<file path="src/rtl/hazard_ctrl_if.sv">
// hazard_ctrl_if: bundles the pipeline-facing signals of hazard_ctrl.
//   master : pipeline side (drives decode/EX/IRQ info, consumes controls)
//   slave  : hazard_ctrl side
interface hazard_ctrl_if;
  logic [4:0]  id_rs;
  logic [4:0]  id_rt;
  logic        ex_mem_read;
  logic [4:0]  ex_rt;
  logic        branch_taken;
  logic        md_start;
  logic        irq_req;
  logic [4:0]  irq_vector;

  logic        pc_write;
  logic        if_id_write;
  logic        if_flush;
  logic        id_ex_flush;
  logic        ex_hold;
  logic        pc_sel_vector;
  logic [4:0]  vector_if_out;
  logic        irq_ack;
  logic [15:0] stall_count;

  modport master (
    output id_rs, id_rt, ex_mem_read, ex_rt, branch_taken, md_start,
           irq_req, irq_vector,
    input  pc_write, if_id_write, if_flush, id_ex_flush, ex_hold,
           pc_sel_vector, vector_if_out, irq_ack, stall_count
  );

  modport slave (
    input  id_rs, id_rt, ex_mem_read, ex_rt, branch_taken, md_start,
           irq_req, irq_vector,
    output pc_write, if_id_write, if_flush, id_ex_flush, ex_hold,
           pc_sel_vector, vector_if_out, irq_ack, stall_count
  );
endinterface

</file>
<file path="src/rtl/hazard_ctrl.sv">
// hazard_ctrl: front-end pipeline sequencer for the 5-stage core.
// Generates PC / IF/ID / ID/EX controls for load-use stalls, taken
// branches, multi-cycle mul/div holds and interrupt entry.
// Optional macro HAZARD_PERF_EN builds a saturating 16-bit stall counter;
// without it stall_count is tied to zero.
//
// state      | meaning
// -----------+-------------------------------------------------------------
// ST_RUN     | normal issue; load-use, IRQ accept, mul/div start, branch
// ST_MD      | mul/div in EX; front end frozen, IRQs deferred to pending
// ST_DRAIN   | flushing front end before the interrupt redirect
// ST_REDIRECT| one cycle: PC takes vector base, vector injected, irq_ack
module hazard_ctrl #(
  parameter int MD_CYCLES    = 4,
  parameter int DRAIN_CYCLES = 2
) (
  input  logic          clk,
  input  logic          reset,
  hazard_ctrl_if.slave  hz
);

  typedef enum logic [1:0] {
    ST_RUN      = 2'd0,
    ST_MD       = 2'd1,
    ST_DRAIN    = 2'd2,
    ST_REDIRECT = 2'd3
  } state_t;

  // The md_start cycle counts as the first stall cycle, so the counter
  // covers the remaining MD_CYCLES-1 cycles ending at zero.
  localparam logic [3:0] MD_LOAD    = 4'(MD_CYCLES - 2);
  localparam logic [2:0] DRAIN_LOAD = 3'(DRAIN_CYCLES - 1);

  state_t      r_state;
  logic [3:0]  r_md_cnt;
  logic [2:0]  r_drain_cnt;
  logic [4:0]  r_vec;
  logic        r_pend;

  state_t      w_state_nxt;
  logic [3:0]  w_md_cnt_nxt;
  logic [2:0]  w_drain_cnt_nxt;
  logic [4:0]  w_vec_nxt;
  logic        w_pend_nxt;

  logic        w_lu;
  logic        w_pc_write;
  logic        w_if_id_write;
  logic        w_if_flush;
  logic        w_id_ex_flush;
  logic        w_ex_hold;
  logic        w_pc_sel_vector;
  logic        w_irq_ack;
  logic [4:0]  w_vector_out;

  // Load in EX writing a register that the ID instruction reads.
  assign w_lu = hz.ex_mem_read && (hz.ex_rt != 5'd0) &&
                ((hz.ex_rt == hz.id_rs) || (hz.ex_rt == hz.id_rt));

  // State register and sequencing counters.
  always_ff @(posedge clk or posedge reset) begin
    if (reset) begin
      r_state     <= ST_RUN;
      r_md_cnt    <= '0;
      r_drain_cnt <= '0;
      r_vec       <= '0;
      r_pend      <= 1'b0;
    end else begin
      r_state     <= w_state_nxt;
      r_md_cnt    <= w_md_cnt_nxt;
      r_drain_cnt <= w_drain_cnt_nxt;
      r_vec       <= w_vec_nxt;
      r_pend      <= w_pend_nxt;
    end
  end

  // Next-state and output decode; reset overrides outputs combinationally.
  always_comb begin
    w_state_nxt     = r_state;
    w_md_cnt_nxt    = r_md_cnt;
    w_drain_cnt_nxt = r_drain_cnt;
    w_vec_nxt       = r_vec;
    w_pend_nxt      = r_pend;

    w_pc_write      = 1'b1;
    w_if_id_write   = 1'b1;
    w_if_flush      = 1'b0;
    w_id_ex_flush   = 1'b0;
    w_ex_hold       = 1'b0;
    w_pc_sel_vector = 1'b0;
    w_irq_ack       = 1'b0;
    w_vector_out    = 5'd0;

    case (r_state)
      ST_RUN: begin
        if (w_lu) begin
          // Stale operand: branch outcome and IRQ acceptance both wait.
          w_pc_write    = 1'b0;
          w_if_id_write = 1'b0;
          w_id_ex_flush = 1'b1;
        end else if (hz.irq_req || r_pend) begin
          // A live request carries the freshest vector; otherwise keep
          // the one captured while mul/div was running.
          if (hz.irq_req) begin
            w_vec_nxt = hz.irq_vector;
          end
          w_pend_nxt      = 1'b0;
          w_drain_cnt_nxt = DRAIN_LOAD;
          w_state_nxt     = ST_DRAIN;
          w_pc_write      = 1'b0;
          w_if_flush      = 1'b1;
          w_id_ex_flush   = 1'b1;
        end else if (hz.md_start) begin
          w_md_cnt_nxt  = MD_LOAD;
          w_state_nxt   = ST_MD;
          w_pc_write    = 1'b0;
          w_if_id_write = 1'b0;
          w_ex_hold     = 1'b1;
        end else if (hz.branch_taken) begin
          w_if_flush = 1'b1;
        end
      end

      ST_MD: begin
        w_pc_write    = 1'b0;
        w_if_id_write = 1'b0;
        w_id_ex_flush = 1'b1;
        w_ex_hold     = 1'b1;
        if (hz.irq_req) begin
          w_pend_nxt = 1'b1;
          w_vec_nxt  = hz.irq_vector;
        end
        if (r_md_cnt == 4'd0) begin
          w_state_nxt = ST_RUN;
        end else begin
          w_md_cnt_nxt = r_md_cnt - 4'd1;
        end
      end

      ST_DRAIN: begin
        w_pc_write    = 1'b0;
        w_if_flush    = 1'b1;
        w_id_ex_flush = 1'b1;
        if (r_drain_cnt == 3'd0) begin
          w_state_nxt = ST_REDIRECT;
        end else begin
          w_drain_cnt_nxt = r_drain_cnt - 3'd1;
        end
      end

      ST_REDIRECT: begin
        w_pc_sel_vector = 1'b1;
        w_irq_ack       = 1'b1;
        w_vector_out    = r_vec;
        w_state_nxt     = ST_RUN;
      end

      default: begin
        w_state_nxt = ST_RUN;
      end
    endcase

    if (reset) begin
      w_pc_write      = 1'b0;
      w_if_id_write   = 1'b0;
      w_if_flush      = 1'b1;
      w_id_ex_flush   = 1'b1;
      w_ex_hold       = 1'b0;
      w_pc_sel_vector = 1'b0;
      w_irq_ack       = 1'b0;
      w_vector_out    = 5'd0;
    end
  end

  assign hz.pc_write      = w_pc_write;
  assign hz.if_id_write   = w_if_id_write;
  assign hz.if_flush      = w_if_flush;
  assign hz.id_ex_flush   = w_id_ex_flush;
  assign hz.ex_hold       = w_ex_hold;
  assign hz.pc_sel_vector = w_pc_sel_vector;
  assign hz.irq_ack       = w_irq_ack;
  assign hz.vector_if_out = w_vector_out;

`ifdef HAZARD_PERF_EN
  logic [15:0] r_stall_cnt;

  // Saturating count of edges where the PC was frozen.
  always_ff @(posedge clk or posedge reset) begin
    if (reset) begin
      r_stall_cnt <= '0;
    end else if (!w_pc_write && (r_stall_cnt != 16'hFFFF)) begin
      r_stall_cnt <= r_stall_cnt + 16'd1;
    end
  end

  assign hz.stall_count = r_stall_cnt;
`else
  assign hz.stall_count = 16'h0000;
`endif

endmodule

</file>
<file path="src/flat_wrapper.sv">
// flat-port wrapper written by rule: the top's interface ports become plain ports
module hazard_ctrl_flat 
#(
  parameter int MD_CYCLES    = 4,
  parameter int DRAIN_CYCLES = 2
)
  (clk, reset, hz_id_rs, hz_id_rt, hz_ex_mem_read, hz_ex_rt, hz_branch_taken, hz_md_start, hz_irq_req, hz_irq_vector, hz_pc_write, hz_if_id_write, hz_if_flush, hz_id_ex_flush, hz_ex_hold, hz_pc_sel_vector, hz_vector_if_out, hz_irq_ack, hz_stall_count);
  hazard_ctrl_if hz_i ();
  input  logic clk;
  input  logic reset;
  input wire logic [$bits(hz_i.id_rs)-1:0] hz_id_rs;
  input wire logic [$bits(hz_i.id_rt)-1:0] hz_id_rt;
  input wire logic [$bits(hz_i.ex_mem_read)-1:0] hz_ex_mem_read;
  input wire logic [$bits(hz_i.ex_rt)-1:0] hz_ex_rt;
  input wire logic [$bits(hz_i.branch_taken)-1:0] hz_branch_taken;
  input wire logic [$bits(hz_i.md_start)-1:0] hz_md_start;
  input wire logic [$bits(hz_i.irq_req)-1:0] hz_irq_req;
  input wire logic [$bits(hz_i.irq_vector)-1:0] hz_irq_vector;
  output wire logic [$bits(hz_i.pc_write)-1:0] hz_pc_write;
  output wire logic [$bits(hz_i.if_id_write)-1:0] hz_if_id_write;
  output wire logic [$bits(hz_i.if_flush)-1:0] hz_if_flush;
  output wire logic [$bits(hz_i.id_ex_flush)-1:0] hz_id_ex_flush;
  output wire logic [$bits(hz_i.ex_hold)-1:0] hz_ex_hold;
  output wire logic [$bits(hz_i.pc_sel_vector)-1:0] hz_pc_sel_vector;
  output wire logic [$bits(hz_i.vector_if_out)-1:0] hz_vector_if_out;
  output wire logic [$bits(hz_i.irq_ack)-1:0] hz_irq_ack;
  output wire logic [$bits(hz_i.stall_count)-1:0] hz_stall_count;
  assign hz_i.id_rs = hz_id_rs;
  assign hz_i.id_rt = hz_id_rt;
  assign hz_i.ex_mem_read = hz_ex_mem_read;
  assign hz_i.ex_rt = hz_ex_rt;
  assign hz_i.branch_taken = hz_branch_taken;
  assign hz_i.md_start = hz_md_start;
  assign hz_i.irq_req = hz_irq_req;
  assign hz_i.irq_vector = hz_irq_vector;
  assign hz_pc_write = hz_i.pc_write;
  assign hz_if_id_write = hz_i.if_id_write;
  assign hz_if_flush = hz_i.if_flush;
  assign hz_id_ex_flush = hz_i.id_ex_flush;
  assign hz_ex_hold = hz_i.ex_hold;
  assign hz_pc_sel_vector = hz_i.pc_sel_vector;
  assign hz_vector_if_out = hz_i.vector_if_out;
  assign hz_irq_ack = hz_i.irq_ack;
  assign hz_stall_count = hz_i.stall_count;
  hazard_ctrl #(.MD_CYCLES(MD_CYCLES), .DRAIN_CYCLES(DRAIN_CYCLES)) u_core (.clk(clk), .reset(reset), .hz(hz_i));
endmodule
</file>
<file path="config.mk">
export PLATFORM = sky130hd
export DESIGN_NAME = hazard_ctrl_flat
export DESIGN_NICKNAME = d
export VERILOG_FILES = /design/src/rtl/hazard_ctrl_if.sv /design/src/rtl/hazard_ctrl.sv /design/src/flat_wrapper.sv
export SDC_FILE = /design/constraint.sdc
export NUM_CORES = 1
export LEC_CHECK = 0
export ABC_AREA = 1
export ABC_CLOCK_PERIOD_IN_PS = 3100
export CORE_MARGIN = 10
export CORE_UTILIZATION = 40
export CTS_CLUSTER_SIZE = 14
export DETAILED_ROUTE_END_ITERATION = 8
export GPL_ROUTABILITY_DRIVEN = 0
export PLACE_DENSITY = 0.74
export SKIP_LAST_GASP = 1
export SLEW_MARGIN = 30
export SYNTH_ARGS = -nofsm -noshare
export SYNTH_HDL_FRONTEND = slang
export SYNTH_SLANG_ARGS = --single-unit
</file>
<file path="constraint.sdc">
create_clock -name clk -period 3.1 [get_ports clk]
set_input_delay 0.775 -clock clk [delete_from_list [all_inputs] [get_ports clk]]
set_output_delay 0.775 -clock clk [all_outputs]
set_load 0.02 [all_outputs]
</file>
==> results of run 1 <==
## registers in the layout, summed over array words and instances (netlist names)
name	count
u_core.r_state	2
u_core.r_pend	1
u_core.r_vec	5
u_core.r_md_cnt	4
u_core.r_drain_cnt	3
## timing repair
item / in CTS / in global routing
resized for setup: 11 / 13
setup buffers: 1 / 0
gates cloned: 0 / 0
endpoints found under the hold margin: 0 / 0
endpoints found under the setup margin: 5 / 5
pin swaps: 0 / 0
## critical path, delay by kind of cell
| family | cells | cell delay [ns] |
|---|---|---|
| buf+inv | 5 | 0.91 |
| simple gates | 7 | 0.54 |
## final cells by class
cell class                 count  area (um^2)  area share (%)
clock buffer                   4         26.3            1.40
inverter                      34          128            6.79
multi-input combinational    165          840            44.6
sequential                    15          375            20.0
tap                           46         57.6            3.06
timing repair buffer          51          454            24.2
## per-stage QoR
stage	power [mW]	hold slack, ns
finish	1.25	0.477
global route	1.37	0.507
CTS	1.25	0.482
detailed placement	1.15	0.460
global placement	1.13	0.453
floorplan	0.911	0.442
## cell usage in the layout (no fill, tap or decap), types with 8 or more instances in the layout
cell type	count
conb_1	16
ha_1	9
inv_1	29
dfrtp_1	15
buf_4	16
nand2_1	70
nand4_1	15
clkdlybuf4s50_1	31
nor2_1	26
nand3_1	8
## cell families after synthesis
group,count (synthesis),share of synthesized area (%)
and+or+nand+nor,126,38.8
buffers and inverters,56,19.9
DFF,15,26.2
AOI/OAI and AO/OA,9,3.93
adders and majority gates,9,7.85
xor gates and xnor gates,5,3.05
other,1,0.262
## worst max-delay path by stage
stage                 from  slack, ns  depth (start not counted)                to
2_1_floorplan        reset       0.54                          5  hz_pc_sel_vector
3_3_place_gp   hz_ex_rt[1]      -0.34                         12    hz_if_id_write
3_5_place_dp   hz_ex_rt[4]      -0.36                         12    hz_if_id_write
4_1_cts        hz_ex_rt[3]      -0.12                         12    hz_if_id_write
5_1_grt        hz_ex_rt[3]      -0.05                         12    hz_if_id_write
6_report       hz_ex_rt[1]       0.10                         12    hz_if_id_write
## synthesized netlist by cell type, drive strengths merged
cell type  count  area share, %
a21oi          2           0.70
a31oi          1           0.44
buf           21             11
clkbuf         1           0.26
conb           1           0.26
dfrtp         15             26
ha             9            7.9
inv           34            8.9
nand2         72             19
nand3         11            5.4
nand4         15            6.5
nor2          26            6.8
nor3           2           0.70
o21ai          4            1.4
o21bai         1           0.52
o22ai          1           0.87
xnor2          4            2.4
xor2           1           0.61
## layer usage
| layer | GRT usage, % | share of wire (%) |
|---|---|---|
| met5 | 0 | 0 |
| met4 | 1.41 | 0.69 |
| met3 | 4.17 | 8.4 |
| met2 | 19.0 | 48 |
| met1 | 12.6 | 43 |
## power breakdown
part	leakage [nW]	internal, mW	switching [mW]	total [mW]
combinational	0.813	0.325	0.472	0.797
clock	0.0150	0.0500	0.0641	0.114
sequential	0.192	0.276	0.0593	0.335
==> flow_results.xml, run 1 <==
<?xml version="1.0" encoding="UTF-8"?>
<metrics>
  <group name="worst_setup_path">
    <metric name="cp_data_arrival_time" unit="ns">2.22</metric>
    <metric name="cp-start-kind" unit="">input pin</metric>
    <metric name="critPathCaptureType" unit="">output port</metric>
    <metric name="critical_path_class" unit="">input pin to output port</metric>
    <metric name="timing.critical_path.slowest_cell_delay" unit="ns">0.51</metric>
    <metric name="timing.rr.start" unit="">u_core.r_state[1]</metric>
    <metric name="crit_fanout" unit="">4</metric>
    <metric name="worstPathCellList" unit="">clkdlybuf4s50_1 -&gt; inv_2 -&gt; nand2_1 -&gt; nand2_1 -&gt; nor2_1 -&gt; nand3_1 -&gt; nand2_2 -&gt; nand3_4 -&gt; buf_4 -&gt; nand2_1 -&gt; inv_1 -&gt; clkbuf_2</metric>
    <metric name="reg2reg_to" unit="">u_core.r_vec[1]</metric>
    <metric name="crit_path_frequent_cell" unit="">nand2_1</metric>
    <metric name="worstPathRequired" unit="ns">2.32</metric>
    <metric name="worst_path_max_delay_cell" unit="">clkdlybuf4s50_1</metric>
    <metric name="flop2flop_setup_slack" unit="ns">1.22</metric>
    <metric name="reg2regPathDepth" unit="">7</metric>
  </group>
  <group name="drt">
    <metric name="drt_iter0_markers" unit="">74</metric>
    <metric name="detail_route.wl_per_cell" unit="um">11.1</metric>
    <metric name="finalWirelength" unit="mm">3.49</metric>
    <metric name="drtAntennaViolNets" unit="">0</metric>
    <metric name="first_pass_iters" unit="">4</metric>
    <metric name="avgViaCountPerCell" unit="">4.60</metric>
    <metric name="detail_route.drc_violations" unit="">0</metric>
    <metric name="routed-via-count" unit="">1450</metric>
  </group>
  <group name="placed_design">
    <metric name="place.detailed.hpwl" unit="mm">3.00</metric>
    <metric name="dp.cells" unit="">310</metric>
    <metric name="port_buffer_count" unit="">37</metric>
    <metric name="detailed_place.area" unit="mm^2">0.00186</metric>
    <metric name="dp_slack" unit="ns">-0.356</metric>
  </group>
  <group name="finish">
    <metric name="final-instance-count-excl-fill" unit="">315</metric>
    <metric name="syn_to_final_growth" unit="%">31.2</metric>
    <metric name="fin_area" unit="mm^2">0.00188</metric>
    <metric name="fillCellCount" unit="">341</metric>
    <metric name="layout.core_utilization" unit="%">55.5</metric>
    <metric name="layout-drive-gt1-share" unit="%">12.3</metric>
    <metric name="fin_nets" unit="">305</metric>
    <metric name="antenna_cells" unit="">0</metric>
  </group>
  <group name="clocking">
    <metric name="clock_tree.buffer_depth" unit="">2</metric>
    <metric name="cts_htree_levels" unit="">1</metric>
    <metric name="holdBufCountCts" unit="">0</metric>
    <metric name="clkTransAtPathRegs" unit="ns">0.09</metric>
    <metric name="tritoncts.num_buffers" unit="">3</metric>
    <metric name="worst_skew_pair.late_latency" unit="ns">0.29</metric>
    <metric name="cts.sinks" unit="">15</metric>
    <metric name="cts_root_buf" unit="">clkbuf_4</metric>
    <metric name="clock_tree_from_tritoncts" unit="">built</metric>
  </group>
  <group name="sta">
    <metric name="fmax" unit="MHz">334</metric>
    <metric name="worst_clock_skew" unit="ns">0.00357</metric>
    <metric name="layout_worst_path_cycle_share" unit="%">96.7</metric>
    <metric name="summed_negative_setup_slack_over_all_endpoints" unit="ns">0</metric>
    <metric name="final-setup-viol-count" unit="">0</metric>
    <metric name="period_needed" unit="ns">3.00</metric>
    <metric name="report.final.slew_viol_count" unit="">0</metric>
    <metric name="finalHoldViolations" unit="">0</metric>
    <metric name="rsz0062_at_grt" unit="">true</metric>
    <metric name="layout_setup_ws" unit="ns">0.102</metric>
  </group>
  <group name="grt">
    <metric name="grt_overflow" unit="">0</metric>
    <metric name="first_global_vias" unit="">1320</metric>
    <metric name="grt_util_all_layers" unit="%">10.9</metric>
    <metric name="global_route_wire_length_before_repair" unit="mm">5.77</metric>
    <metric name="grt_antenna_before_repair" unit="">0</metric>
    <metric name="pin_count_of_the_biggest_net_entering_global_routing" unit="">11</metric>
  </group>
  <group name="die">
    <metric name="placement_rows" unit="">21</metric>
    <metric name="die_width" unit="um">79.9</metric>
    <metric name="initial_core_util" unit="%">42.3</metric>
    <metric name="die_y" unit="um">79.9</metric>
    <metric name="boundaryPins" unit="">54</metric>
    <metric name="core_outline_area" unit="mm^2">0.00339</metric>
    <metric name="die_area" unit="mm^2">0.00638</metric>
  </group>
  <group name="synth">
    <metric name="synth.avg_cell_area" unit="um^2">6.49</metric>
    <metric name="synth_seq_cells" unit="">15</metric>
    <metric name="ys_seq_area_share" unit="%">26.2</metric>
    <metric name="post_synth_num_cell_types" unit="">24</metric>
    <metric name="synthesis.area" unit="mm^2">0.00143</metric>
    <metric name="synthCells" unit="">221</metric>
    <metric name="synth-warning-count" unit="">0</metric>
  </group>
  <group name="run_status">
    <metric name="run_status" unit="">finished clean</metric>
  </group>
  <group name="job">
    <metric name="drv_cap" unit="">0</metric>
  </group>
  <group name="pwr">
    <metric name="vdd_drop_max" unit="uV">446</metric>
    <metric name="cellLeakagePower" unit="nW">1.02</metric>
    <metric name="p_per_area" unit="mW/mm^2">663</metric>
  </group>
  <group name="worst_hold_path">
    <metric name="endpoint_with_the_worst_hold_slack" unit="">u_core.r_vec[2]</metric>
    <metric name="min-delay-start" unit="">u_core.r_vec[2]</metric>
    <metric name="hold_path.class" unit="">register to register</metric>
    <metric name="hold_depth" unit="">2</metric>
  </group>
</metrics>
Note: power is estimated with default switching activity, not from simulation.
==> inputs of run 2 (changes only) <==
--- a/config.mk
+++ b/config.mk
@@ -6,13 +6,13 @@
 export NUM_CORES = 1
 export LEC_CHECK = 0
 export ABC_AREA = 1
-export ABC_CLOCK_PERIOD_IN_PS = 3100
+export ABC_CLOCK_PERIOD_IN_PS = 2600
 export CORE_MARGIN = 10
 export CORE_UTILIZATION = 40
 export CTS_CLUSTER_SIZE = 14
 export DETAILED_ROUTE_END_ITERATION = 8
 export GPL_ROUTABILITY_DRIVEN = 0
-export PLACE_DENSITY = 0.74
+export PLACE_DENSITY = 0.77
 export SKIP_LAST_GASP = 1
 export SLEW_MARGIN = 30
 export SYNTH_ARGS = -nofsm -noshare
==> constraint.sdc (replaced) <==
create_clock -name clk -period 2.6 [get_ports clk]
set_input_delay 0.65 -clock clk [delete_from_list [all_inputs] [get_ports clk]]
set_output_delay 0.65 -clock clk [all_outputs]
set_load 0.02 [all_outputs]
==> run 2 against run 1 <==
Net effect:
- global-route usage about the same
- clock power increased by 22%
- critical path depth shrank 3
- via count down 0.76%
- highest routed layer unchanged
- setup slack worse by 0.065 ns
- power increased by 25%
==> flow_results.xml, run 2 (synthesized netlist as in run 1, its figures left out) <==
<?xml version="1.0" encoding="UTF-8"?>
<metrics>
  <group name="worst_setup_path">
    <metric name="worstPathRequired" unit="ns">1.95</metric>
    <metric name="critPathCaptureType" unit="">output port</metric>
    <metric name="worst_path_max_delay_cell" unit="">clkdlybuf4s50_1</metric>
    <metric name="worstPathCellList" unit="">clkdlybuf4s50_1 -&gt; xnor2_1 -&gt; nand3_1 -&gt; nand2_2 -&gt; nand3_2 -&gt; buf_6 -&gt; nand2_1 -&gt; nor2_1 -&gt; buf_4</metric>
    <metric name="critical_path_class" unit="">input pin to output port</metric>
    <metric name="cp_data_arrival_time" unit="ns">1.91</metric>
    <metric name="crit_fanout" unit="">3</metric>
    <metric name="cp-start-kind" unit="">input pin</metric>
    <metric name="timing.critical_path.slowest_cell_delay" unit="ns">0.47</metric>
  </group>
  <group name="finish">
    <metric name="sequential_cell_area" unit="um^2">375</metric>
    <metric name="fillCellCount" unit="">326</metric>
    <metric name="most_flop_heavy_register" unit="">u_core.r_vec</metric>
    <metric name="largest_register_ffs" unit="">5</metric>
    <metric name="layout.cells.most_common" unit="">nand2_1</metric>
    <metric name="layout.core_utilization" unit="%">56.8</metric>
    <metric name="syn_to_final_growth" unit="%">34.3</metric>
    <metric name="registers_with_the_most_flip_flops" unit="">u_core.r_vec (5), u_core.r_md_cnt (4), u_core.r_drain_cnt (3)</metric>
    <metric name="fin_nets" unit="">312</metric>
    <metric name="multi_input_logic_area" unit="um^2">837</metric>
    <metric name="layout_common_cells" unit="">nand2_1, inv_1, nor2_1</metric>
    <metric name="antenna_cells" unit="">0</metric>
    <metric name="layout-drive-gt1-share" unit="%">15.9</metric>
  </group>
  <group name="clocking">
    <metric name="clkTransAtPathRegs" unit="ns">0.09</metric>
    <metric name="worst_skew_pair.late_latency" unit="ns">0.30</metric>
    <metric name="holdBufCountCts" unit="">0</metric>
    <metric name="clock_tree_from_tritoncts" unit="">built</metric>
    <metric name="cts_htree_levels" unit="">1</metric>
    <metric name="clock_tree.buffer_depth" unit="">2</metric>
    <metric name="cts.sinks" unit="">15</metric>
    <metric name="cts_root_buf" unit="">clkbuf_4</metric>
    <metric name="tritoncts.num_buffers" unit="">3</metric>
  </group>
  <group name="sta">
    <metric name="finalHoldViolations" unit="">0</metric>
    <metric name="worst_clock_skew" unit="ns">0.00660</metric>
    <metric name="fmax" unit="MHz">390</metric>
    <metric name="period_needed" unit="ns">2.56</metric>
    <metric name="layout_setup_ws" unit="ns">0.0365</metric>
    <metric name="final-setup-viol-count" unit="">0</metric>
    <metric name="report.final.slew_viol_count" unit="">0</metric>
    <metric name="layout_worst_path_cycle_share" unit="%">98.6</metric>
    <metric name="rsz0062_at_grt" unit="">true</metric>
    <metric name="fin_hold_ws" unit="ns">0.476</metric>
    <metric name="summed_negative_setup_slack_over_all_endpoints" unit="ns">0</metric>
  </group>
  <group name="job">
    <metric name="drv_cap" unit="">0</metric>
  </group>
  <group name="drt">
    <metric name="finalWirelength" unit="mm">3.60</metric>
    <metric name="first_pass_iters" unit="">4</metric>
    <metric name="drt_iter0_markers" unit="">89</metric>
    <metric name="detail_route.drc_violations" unit="">0</metric>
    <metric name="avgViaCountPerCell" unit="">4.47</metric>
    <metric name="drtAntennaViolNets" unit="">0</metric>
    <metric name="detail_route.wl_per_cell" unit="um">11.2</metric>
    <metric name="routed-via-count" unit="">1439</metric>
  </group>
  <group name="die">
    <metric name="initial_core_util" unit="%">42.3</metric>
    <metric name="core_outline_area" unit="mm^2">0.00339</metric>
    <metric name="boundaryPins" unit="">54</metric>
    <metric name="die_width" unit="um">79.9</metric>
    <metric name="die_area" unit="mm^2">0.00638</metric>
    <metric name="die_y" unit="um">79.9</metric>
    <metric name="placement_rows" unit="">21</metric>
  </group>
  <group name="grt">
    <metric name="pin_count_of_the_biggest_net_entering_global_routing" unit="">12</metric>
    <metric name="grt_util_all_layers" unit="%">10.9</metric>
    <metric name="global_route_wire_length_before_repair" unit="mm">5.79</metric>
    <metric name="grt_antenna_before_repair" unit="">0</metric>
    <metric name="first_global_vias" unit="">1371</metric>
    <metric name="grt_overflow" unit="">0</metric>
  </group>
  <group name="pwr">
    <metric name="p_per_area" unit="mW/mm^2">807</metric>
    <metric name="design_power_total" unit="mW">1.55</metric>
    <metric name="vdd_drop_max" unit="uV">513</metric>
    <metric name="cellLeakagePower" unit="nW">1.13</metric>
  </group>
  <group name="placed_design">
    <metric name="dp_slack" unit="ns">-0.578</metric>
    <metric name="port_buffer_count" unit="">37</metric>
    <metric name="place.detailed.hpwl" unit="mm">2.98</metric>
  </group>
  <group name="worst_hold_path">
    <metric name="hold_path.class" unit="">register to register</metric>
  </group>
  <group name="run_status">
    <metric name="run_status" unit="">finished clean</metric>
  </group>
</metrics>
==> run 2: changes by cell type in the layout (fill, tap and decap cells not counted), sizes merged <==
cell           previous run  this run
clkdlybuf4s50            31        12
dlygate4sd2               1        18
buf                      17        26
clkbuf                    6         3
dlymetal6s2s              0         2
clkinv                    0         1
==> run 2: worst paths after layout <==
check	start	end	slack (ns)	cells past startpoint
max	hz_id_rs[2]	hz_pc_write	0.04	9
min	u_core.r_md_cnt[0]	u_core.r_md_cnt[0]	0.48	2
max reg2reg	u_core.r_state[0]	u_core.r_vec[4]	0.85	10
min reg2reg	u_core.r_md_cnt[0]	u_core.r_md_cnt[0]	0.48	2
max in group asynchronous	reset	u_core.r_md_cnt[0]	1.66	3
min in group asynchronous	reset	u_core.r_pend	0.74	3
==> run 2: power breakdown <==
part	internal, mW	switching [mW]	total [mW]
sequential	0.329	0.0535	0.383
combinational	0.436	0.596	1.03
clock	0.0574	0.0817	0.139
==> run 2: layout make-up <==
cell class	instances	area share [%]
tap	46	2.99
sequential	15	19.5
inverter	34	6.63
timing repair buffer	58	26.0
multi-input combinational	165	43.5
clock buffer	3	1.17
clock inverter	1	0.260
==> run 2: layer usage <==
| layer | share of wire [%] | vias up | GRT usage (%) | wire length (um) |
|---|---|---|---|---|
| li1 | - | 762 | - | - |
| met1 | 44 | 632 | 12.4 | 1580 |
| met2 | 48 | 42 | 19.4 | 1740 |
| met3 | 7.3 | 3 | 3.60 | 264 |
| met4 | 0.47 | 0 | 2.11 | 17 |
| met5 | 0 | - | 0 | 0 |
==> run 2: critical path, delay by kind of cell <==
kind	cells	cell delay, ns
xor+xnor	1	0.13
simple gates	5	0.38
buf+inv	3	0.75
==> run 2: timing repair <==
| action | 4_1_cts | 5_1_grt |
|---|---|---|
| resized for setup | 44 | 5 |
| pin swaps | 8 | 2 |
| buffers inserted | 1 | 0 |
| endpoints found under the setup margin | 11 | 6 |
| hold endpoints to repair | 0 | 0 |
==> run 2: through the flow <==
stage / area [um^2] / cells
after CTS: 1910 / 322
final: 1930 / 322
after global placement: 1910 / 317
after floorplan: 1490 / 236
after global routing: 1930 / 322
after detailed placement: 1910 / 317
